===== config.mk =====
export PLATFORM = sky130hd
export DESIGN_NAME = sd_spi_responder_flat
export DESIGN_NICKNAME = d
export VERILOG_FILES = /design/src/rtl/sd_spi_responder_if.sv /design/src/rtl/sd_spi_responder.sv /design/src/flat_wrapper.sv
export SDC_FILE = /design/constraint.sdc
export NUM_CORES = 1
export LEC_CHECK = 0
export ABC_AREA = 1
export CAP_MARGIN = 40
export CORE_UTILIZATION = 34
export DETAILED_ROUTE_END_ITERATION = 8
export PLACE_DENSITY = 0.58
export RECOVER_POWER = 25
export SLEW_MARGIN = 40
export SYNTH_ARGS = -nofsm -noshare
export SYNTH_HDL_FRONTEND = slang
export SYNTH_SLANG_ARGS = --single-unit

===== constraint.sdc =====
create_clock -name clk -period 6.2 [get_ports clk]
set_clock_uncertainty 0.05 [all_clocks]
set_input_delay 1.24 -clock clk [delete_from_list [all_inputs] [get_ports clk]]
set_output_delay 1.24 -clock clk [all_outputs]
set_load 0.05 [all_outputs]

===== src/rtl/sd_spi_responder_if.sv =====
// SPI pins and sector-memory port of the SD SPI responder.
// master = host/memory side, slave = card side.
interface sd_spi_responder_if #(
  parameter int ADDR_BITS = 16
);
  logic                 cs;
  logic                 sclk;
  logic                 mosi;
  logic                 miso;
  logic [ADDR_BITS+8:0] mem_addr;
  logic [7:0]           mem_rdata;
  logic [7:0]           mem_wdata;
  logic                 mem_wr;

  modport master (
    output cs, sclk, mosi, mem_rdata,
    input  miso, mem_addr, mem_wdata, mem_wr
  );

  modport slave (
    input  cs, sclk, mosi, mem_rdata,
    output miso, mem_addr, mem_wdata, mem_wr
  );
endinterface


===== src/rtl/sd_spi_responder.sv =====
// Card side of the SD SPI protocol: oversampled SPI slave, command decoder and
// 512-byte sector streaming to/from a synchronous byte-wide memory.
module sd_spi_responder #(
  parameter int ADDR_BITS  = 16,
  parameter int BUSY_BYTES = 4
) (
  input  logic              clk,
  input  logic              reset,
  sd_spi_responder_if.slave bus,
  output logic              idle_state,
  output logic              active
);

  typedef enum logic [3:0] {
    CMD_WAIT, CMD_RX, RESP, RD_GAP, RD_TOKEN, RD_DATA, RD_CRC,
    WR_TOKEN, WR_DATA, WR_CRC, WR_RESP, WR_BUSY
  } state_t;

  localparam logic [8:0] BUSY_N = 9'(BUSY_BYTES);

  logic [1:0]           csSync_q, sclkSync_q, mosiSync_q;
  logic                 sclkPrev_q;
  logic [2:0]           bitCnt_q;
  logic [6:0]           rxShift_q, txShift_q;
  logic [7:0]           txNext_q;
  logic                 miso_q;
  state_t               state_q, after_q;
  logic [8:0]           cnt_q;
  logic [5:0]           cmd_q;
  logic [31:0]          arg_q;
  logic [39:0]          respBuf_q;
  logic [2:0]           respLen_q;
  logic [ADDR_BITS-1:0] sector_q;
  logic [ADDR_BITS+8:0] memAddr_q;
  logic [7:0]           memWdata_q;
  logic                 memWr_q;
  logic                 idle_q, acmd_q;

  logic        csHigh, rise, fall, rxDone;
  logic [7:0]  rxByte, r1;
  logic [31:0] argHigh;
  logic        decIdle, decAcmd;
  logic [39:0] decResp;
  logic [2:0]  decLen;
  state_t      decNext;

  assign csHigh  = csSync_q[1];
  assign rise    = sclkSync_q[1] & ~sclkPrev_q;
  assign fall    = ~sclkSync_q[1] & sclkPrev_q;
  assign rxDone  = ~csHigh & rise & (bitCnt_q == 3'd7);
  assign rxByte  = {rxShift_q, mosiSync_q[1]};
  assign r1      = {7'b0, idle_q};
  assign argHigh = arg_q >> (ADDR_BITS + 9);

  assign bus.miso      = miso_q;
  assign bus.mem_addr  = memAddr_q;
  assign bus.mem_wdata = memWdata_q;
  assign bus.mem_wr    = memWr_q;
  assign idle_state    = idle_q;
  assign active        = (state_q != CMD_WAIT);

  // Response bytes are queued MSB-first in decResp; decLen says how many to send.
  always_comb begin
    decIdle = idle_q;
    decAcmd = 1'b0;
    decResp = {r1 | 8'h04, 32'h0};
    decLen  = 3'd1;
    decNext = CMD_WAIT;
    case (cmd_q)
      6'd0: begin
        decIdle = 1'b1;
        decResp = {8'h01, 32'h0};
      end
      6'd8: begin
        decResp = {r1, 24'h000001, arg_q[7:0]};
        decLen  = 3'd5;
      end
      6'd16: decResp = {r1, 32'h0};
      6'd55: begin
        decAcmd = 1'b1;
        decResp = {r1, 32'h0};
      end
      6'd41: begin
        if (acmd_q) begin
          decIdle = 1'b0;
          decResp = 40'h0;
        end
      end
      6'd58: begin
        decResp = {r1, 32'h00FF8000};
        decLen  = 3'd5;
      end
      6'd17, 6'd24: begin
        if (argHigh != 32'h0) begin
          decResp = {r1 | 8'h20, 32'h0};
        end else if (!idle_q) begin
          decResp = 40'h0;
          decNext = (cmd_q == 6'd17) ? RD_GAP : WR_TOKEN;
        end
      end
      default: ;
    endcase
  end

  // Every completed rx byte advances the FSM and picks the tx byte for the next slot.
  always_ff @(posedge clk or posedge reset) begin
    if (reset) begin
      csSync_q   <= 2'b11;
      sclkSync_q <= 2'b00;
      mosiSync_q <= 2'b11;
      sclkPrev_q <= 1'b0;
      bitCnt_q   <= 3'd0;
      rxShift_q  <= 7'h0;
      txShift_q  <= 7'h7F;
      txNext_q   <= 8'hFF;
      miso_q     <= 1'b1;
      state_q    <= CMD_WAIT;
      after_q    <= CMD_WAIT;
      cnt_q      <= 9'd0;
      cmd_q      <= 6'd0;
      arg_q      <= 32'h0;
      respBuf_q  <= 40'h0;
      respLen_q  <= 3'd0;
      sector_q   <= '0;
      memAddr_q  <= '0;
      memWdata_q <= 8'h0;
      memWr_q    <= 1'b0;
      idle_q     <= 1'b1;
      acmd_q     <= 1'b0;
    end else begin
      csSync_q   <= {csSync_q[0], bus.cs};
      sclkSync_q <= {sclkSync_q[0], bus.sclk};
      mosiSync_q <= {mosiSync_q[0], bus.mosi};
      sclkPrev_q <= sclkSync_q[1];
      memWr_q    <= 1'b0;
      if (csHigh) begin
        state_q   <= CMD_WAIT;
        bitCnt_q  <= 3'd0;
        miso_q    <= 1'b1;
        txShift_q <= 7'h7F;
        txNext_q  <= 8'hFF;
      end else begin
        if (rise) begin
          rxShift_q <= rxByte[6:0];
          bitCnt_q  <= bitCnt_q + 3'd1;
        end
        if (fall) begin
          if (bitCnt_q == 3'd0) begin
            miso_q    <= txNext_q[7];
            txShift_q <= txNext_q[6:0];
          end else begin
            miso_q    <= txShift_q[6];
            txShift_q <= {txShift_q[5:0], 1'b1};
          end
        end
        if (rxDone) begin
          txNext_q <= 8'hFF;
          case (state_q)
            CMD_WAIT: begin
              if (rxByte[7:6] == 2'b01) begin
                cmd_q   <= rxByte[5:0];
                cnt_q   <= 9'd0;
                state_q <= CMD_RX;
              end
            end
            CMD_RX: begin
              if (cnt_q != 9'd4) begin
                arg_q <= {arg_q[23:0], rxByte};
                cnt_q <= cnt_q + 9'd1;
              end else begin
                idle_q    <= decIdle;
                acmd_q    <= decAcmd;
                respBuf_q <= decResp;
                respLen_q <= decLen;
                after_q   <= decNext;
                sector_q  <= arg_q[ADDR_BITS+8:9];
                memAddr_q <= {arg_q[ADDR_BITS+8:9], 9'd0};
                cnt_q     <= 9'd0;
                state_q   <= RESP;
              end
            end
            RESP: begin
              txNext_q  <= respBuf_q[39:32];
              respBuf_q <= {respBuf_q[31:0], 8'h0};
              if (cnt_q == {6'd0, respLen_q - 3'd1}) begin
                cnt_q   <= 9'd0;
                state_q <= after_q;
              end else begin
                cnt_q <= cnt_q + 9'd1;
              end
            end
            RD_GAP: state_q <= RD_TOKEN;
            RD_TOKEN: begin
              txNext_q <= 8'hFE;
              cnt_q    <= 9'd0;
              state_q  <= RD_DATA;
            end
            RD_DATA: begin
              txNext_q <= bus.mem_rdata;
              if (cnt_q == 9'd511) begin
                cnt_q   <= 9'd0;
                state_q <= RD_CRC;
              end else begin
                cnt_q     <= cnt_q + 9'd1;
                memAddr_q <= {sector_q, cnt_q + 9'd1};
              end
            end
            RD_CRC: begin
              if (cnt_q == 9'd1) state_q <= CMD_WAIT;
              else cnt_q <= cnt_q + 9'd1;
            end
            WR_TOKEN: begin
              if (rxByte == 8'hFE) begin
                cnt_q   <= 9'd0;
                state_q <= WR_DATA;
              end else if (rxByte != 8'hFF) begin
                state_q <= CMD_WAIT;
              end
            end
            WR_DATA: begin
              memWr_q    <= 1'b1;
              memAddr_q  <= {sector_q, cnt_q};
              memWdata_q <= rxByte;
              if (cnt_q == 9'd511) begin
                cnt_q   <= 9'd0;
                state_q <= WR_CRC;
              end else begin
                cnt_q <= cnt_q + 9'd1;
              end
            end
            WR_CRC: begin
              if (cnt_q == 9'd1) begin
                txNext_q <= 8'h05;
                state_q  <= WR_RESP;
              end else begin
                cnt_q <= cnt_q + 9'd1;
              end
            end
            WR_RESP: begin
              if (BUSY_N == 9'd0) begin
                state_q <= CMD_WAIT;
              end else begin
                txNext_q <= 8'h00;
                cnt_q    <= 9'd1;
                state_q  <= WR_BUSY;
              end
            end
            WR_BUSY: begin
              if (cnt_q >= BUSY_N) begin
                state_q <= CMD_WAIT;
              end else begin
                txNext_q <= 8'h00;
                cnt_q    <= cnt_q + 9'd1;
              end
            end
            default: state_q <= CMD_WAIT;
          endcase
        end
      end
    end
  end

endmodule


===== src/flat_wrapper.sv =====
// flat-port wrapper written by rule: the top's interface ports become plain ports
module sd_spi_responder_flat 
#(
  parameter int ADDR_BITS  = 16,
  parameter int BUSY_BYTES = 4
)
  (clk, reset, idle_state, active, bus_cs, bus_sclk, bus_mosi, bus_mem_rdata, bus_miso, bus_mem_addr, bus_mem_wdata, bus_mem_wr);
  sd_spi_responder_if #(.ADDR_BITS(ADDR_BITS)) bus_i ();
  input  logic clk;
  input  logic reset;
  output logic idle_state;
  output logic active;
  input wire logic [$bits(bus_i.cs)-1:0] bus_cs;
  input wire logic [$bits(bus_i.sclk)-1:0] bus_sclk;
  input wire logic [$bits(bus_i.mosi)-1:0] bus_mosi;
  input wire logic [$bits(bus_i.mem_rdata)-1:0] bus_mem_rdata;
  output wire logic [$bits(bus_i.miso)-1:0] bus_miso;
  output wire logic [$bits(bus_i.mem_addr)-1:0] bus_mem_addr;
  output wire logic [$bits(bus_i.mem_wdata)-1:0] bus_mem_wdata;
  output wire logic [$bits(bus_i.mem_wr)-1:0] bus_mem_wr;
  assign bus_i.cs = bus_cs;
  assign bus_i.sclk = bus_sclk;
  assign bus_i.mosi = bus_mosi;
  assign bus_i.mem_rdata = bus_mem_rdata;
  assign bus_miso = bus_i.miso;
  assign bus_mem_addr = bus_i.mem_addr;
  assign bus_mem_wdata = bus_i.mem_wdata;
  assign bus_mem_wr = bus_i.mem_wr;
  sd_spi_responder #(.ADDR_BITS(ADDR_BITS), .BUSY_BYTES(BUSY_BYTES)) u_core (.clk(clk), .reset(reset), .bus(bus_i), .idle_state(idle_state), .active(active));
endmodule

==> key figures <==
Clock network
  • Clk sink count: 180
  • Root Driver: clkbuf_16
  • CTS tree: yes
  • Clock Pin Slew Worst Setup and Hold Paths: 0.07 ns
  • Maximum root-to-sink buffer count: 2
  • Post-CTS setup buffer count: 0
  • # resized after CTS: 0
  • Hold buffers post-CTS: 0
  • CTS buffer count: 17
  • Htree depth: 4
  • Clock latency on the worst-skew pair: 0.43 ns

GRT
  • Vias in the first global route: 6306
  • GRT Overall Usage: 0.157
  • First-pass GRT wire length: about 32000 µm
  • Largest net degree at the start of global routing: 108
  • Total global routing overflow: 0
  • Initial antenna violation count: 0

Placed design
  • HPWL Detailed: roughly 13000 µm
  • Placer Congestion: 0.864
  • Placed cell count: 1341
  • Number of buffers added on ports: ~50
  • Placed Area: about 0.0091 mm²
  • Dpl ws: 3.24 ns

Timing
  • Crit share post-route: 0.626
  • Final setup margin: 2.32 ns
  • RSZ-0062 raised after global routing: no
  • Setup Total Neg Slack: 0 ns
  • Fin. Hold Viols: 0
  • Final setup violation count: 0
  • Max Slew Vio Count: 74
  • Actual slew at the worst max-slew pin: 3.40 ns
  • Slew headroom: -1.28
  • Fin crit period: just under 4 ns
  • FMAX: 258 MHz

Finish
  • Design area: roughly 0.01 mm²
  • Commonest non-fill, non-tap cell in the layout: nand2_1
  • Layout Utilization: 0.401
  • # diodes: 0
  • Most frequent cells in the layout: nand2_1 (309), dfrtp_1 (159), inv_1 (100)
  • Layout cell share with drive strength beyond 1: 0.0858
  • Finished Layout Cells: 1373
  • Nets: 1056
  • Synthesis-to-layout area growth: 16.0%
  • Layout fillers: 2490

Die
  • Die Span X: 159 µm
  • Initial Util: 0.345
  • Die Span Y: 159 µm
  • Row Count: 57
  • DIE AREA: 0.0253 mm²
  • IO Pins: 50
  • Core outline area: 0.0242 mm²

Synthesis
  • Syn. warnings: 0
  • Synth Area per Inst: around 8.4 µm²
  • Syn_nets: slightly above 1k
  • Yosys cell types: 38
  • Area of the mapped netlist: 0.00837 mm²
  • Synth Register Bits: 180
  • Post-synth ARST share: 1.00
  • EDFF count, synth: 0
  • Top FF cell, synth: dfrtp_1
  • Post-synthesis sequential area ratio: 0.541
  • Synthesized instance count: 1002

Power
  • Share of total power in sequential cells: 0.490
  • Net Switching: 591 µW
  • Clock power frac: 0.471
  • Worst VDD drop: 0.184 mV
  • Pwr dens: 255 mW/mm²
  • Leakage Power: roughly 0.0048 µW
  • Comb power frac: 0.039
  • Internal: 1880 µW
  • Fraction of power spent switching nets: 0.239

Setup path
  • CP max stage delay: 1.92 ns
  • Max FO, Critical Path: 107
  • Worst setup SP type: input port
  • CP Cell Sequence: dlygate4sd3_1, clkinvlp_2, buf_12
  • Arrival @ worst endpoint: 4.35 ns
  • Crit Path Category: input port to async pin
  • Critical path's slowest cell: clkinvlp_2
  • Delay-heaviest family, CP: buffers and inverters
  • CP Capture Type: async pin
  • Buf/Inv on CP: 3
  • Data required time at the worst endpoint: 6.67 ns

Run status
  • Failing checks: max-capacitance violations, max-slew violations
  • Run status: complete, but fails checks

Hold path
  • Hold Path Class: flop to flop

Drt
  • Initial drt markers: about 380
  • Vias: 6565
  • Routed Antenna Nets: 0
  • TritonRoute pass-1 iters: 4
  • Drt drc: 0
  • Avg WL per Cell: between 10 and 15 µm
  • Vias/cell: 4.78
  • Wirelength, routed: 18900 µm

Flow run
  • # Max-Cap Violations: 1
-- per-stage QoR --
stage / hold WS, ns / power [µW]
detailed placement: 0.291 / 1330
global route: 0.313 / 2560
finish: 0.305 / 2470
floorplan: 0.281 / 1290
global placement: 0.291 / 1330
CTS: 0.306 / 2500
-- path summary, 6_finish.rpt --
| path | startpoint | endpoint | slack, ns | depth (start not counted) |
|---|---|---|---|---|
| worst min-delay path | u_core.sclkSync_q[0]$_DFF_PP0_ | u_core.sclkSync_q[1]$_DFF_PP0_ | 0.30 | 0 |
| worst max-delay path | reset | u_core.arg_q[18]$_DFFE_PP0P_ | 2.32 | 3 |
| max in group clk | u_core.state_q[0]$_DFFE_PP0P_ | active | 2.83 | 3 |
| worst max register to register | u_core.csSync_q[1]$_DFF_PP1_ | u_core.bus.mem_addr[13]$_DFFE_PP0P_ | 3.07 | 9 |
| min in group asynchronous | reset | u_core.bus.mem_addr[4]$_DFFE_PP0P_ | 2.20 | 2 |
| worst min register to register | u_core.sclkSync_q[0]$_DFF_PP0_ | u_core.sclkSync_q[1]$_DFF_PP0_ | 0.30 | 0 |
-- layer usage --
metal  GRT usage  vias up  wire (µm)
li1            -     3293          -
met1       0.221     3145       9200
met2       0.244      107       8760
met3      0.0307       20        652
met4      0.0476        0        250
met5           0        -          0
-- Yosys cell counts, types with 3 or more instances --
library cell | n | area (µm²)
dfrtp_1 | 159 | 3980
o21ai_2 | 8 | 70.1
nand2_2 | 3 | 18.8
nand4_1 | 10 | 62.6
a21oi_1 | 33 | 165
o21ai_0 | 86 | 430
nor2_4 | 3 | 33.8
nor2_1 | 77 | 289
nand3b_1 | 8 | 60.1
nand3_2 | 3 | 30.0
xor2_1 | 3 | 26.3
a31oi_1 | 11 | 68.8
o21ai_1 | 8 | 40.0
nand3_1 | 60 | 300
nor2_2 | 6 | 37.5
buf_4 | 3 | 22.5
inv_1 | 101 | 379
nor3_1 | 12 | 60.1
buf_1 | 3 | 11.3
o211ai_1 | 18 | 135
buf_2 | 12 | 60.1
clkbuf_1 | 11 | 41.3
o22ai_1 | 4 | 25.0
inv_2 | 4 | 15.0
buf_6 | 9 | 101
dfstp_2 | 21 | 552
ha_1 | 7 | 87.6
nand2_1 | 309 | 1160
-- cell families after synthesis --
logic type	after synthesis	synth area share
AND/OR/NAND/NOR	494	0.250
flip-flops	180	0.541
AO/OA/AOI/OAI	174	0.120
buffers and inverters	144	0.0759
adder cells (fa/ha/maj)	7	0.0105
XOR/XNOR	3	0.00314
-- state kept, by name (all words and copies together), names as in the netlist, 3 cells and up --
register / count
u_core.bus.mem_addr: 25
u_core.txShift_q: 7
u_core.bitCnt_q: 3
u_core.rxShift_q: 7
u_core.respBuf_q: 40
u_core.cmd_q: 6
u_core.txNext_q: 8
u_core.arg_q: 32
u_core.sector_q: 16
u_core.bus.mem_wdata: 8
u_core.state_q: 4
u_core.cnt_q: 9
-- cell type report --
cell class,count,area (µm²),share of cell area
clock buffers,18,439,0.0452
clock inverters,14,196,0.0202
inverters,106,400,0.0412
multi-input cells,678,3210,0.330
flip-flops and latches,180,4530,0.466
well taps,324,405,0.0417
repair buffers,53,533,0.0549
-- power by group through the flow --
stage / Combinational [µW] / Sequential [µW] / Clock (µW)
final: 95.4 / 1210 / 1170
after global routing: 110 / 1220 / 1230
after CTS: 98.4 / 1210 / 1190
after detailed placement: 98.2 / 1230 / 0
after global placement: 97.5 / 1230 / 0
after floorplan: 60.4 / 1230 / 0
No activity file was read; power rests on OpenSTA's default activity.
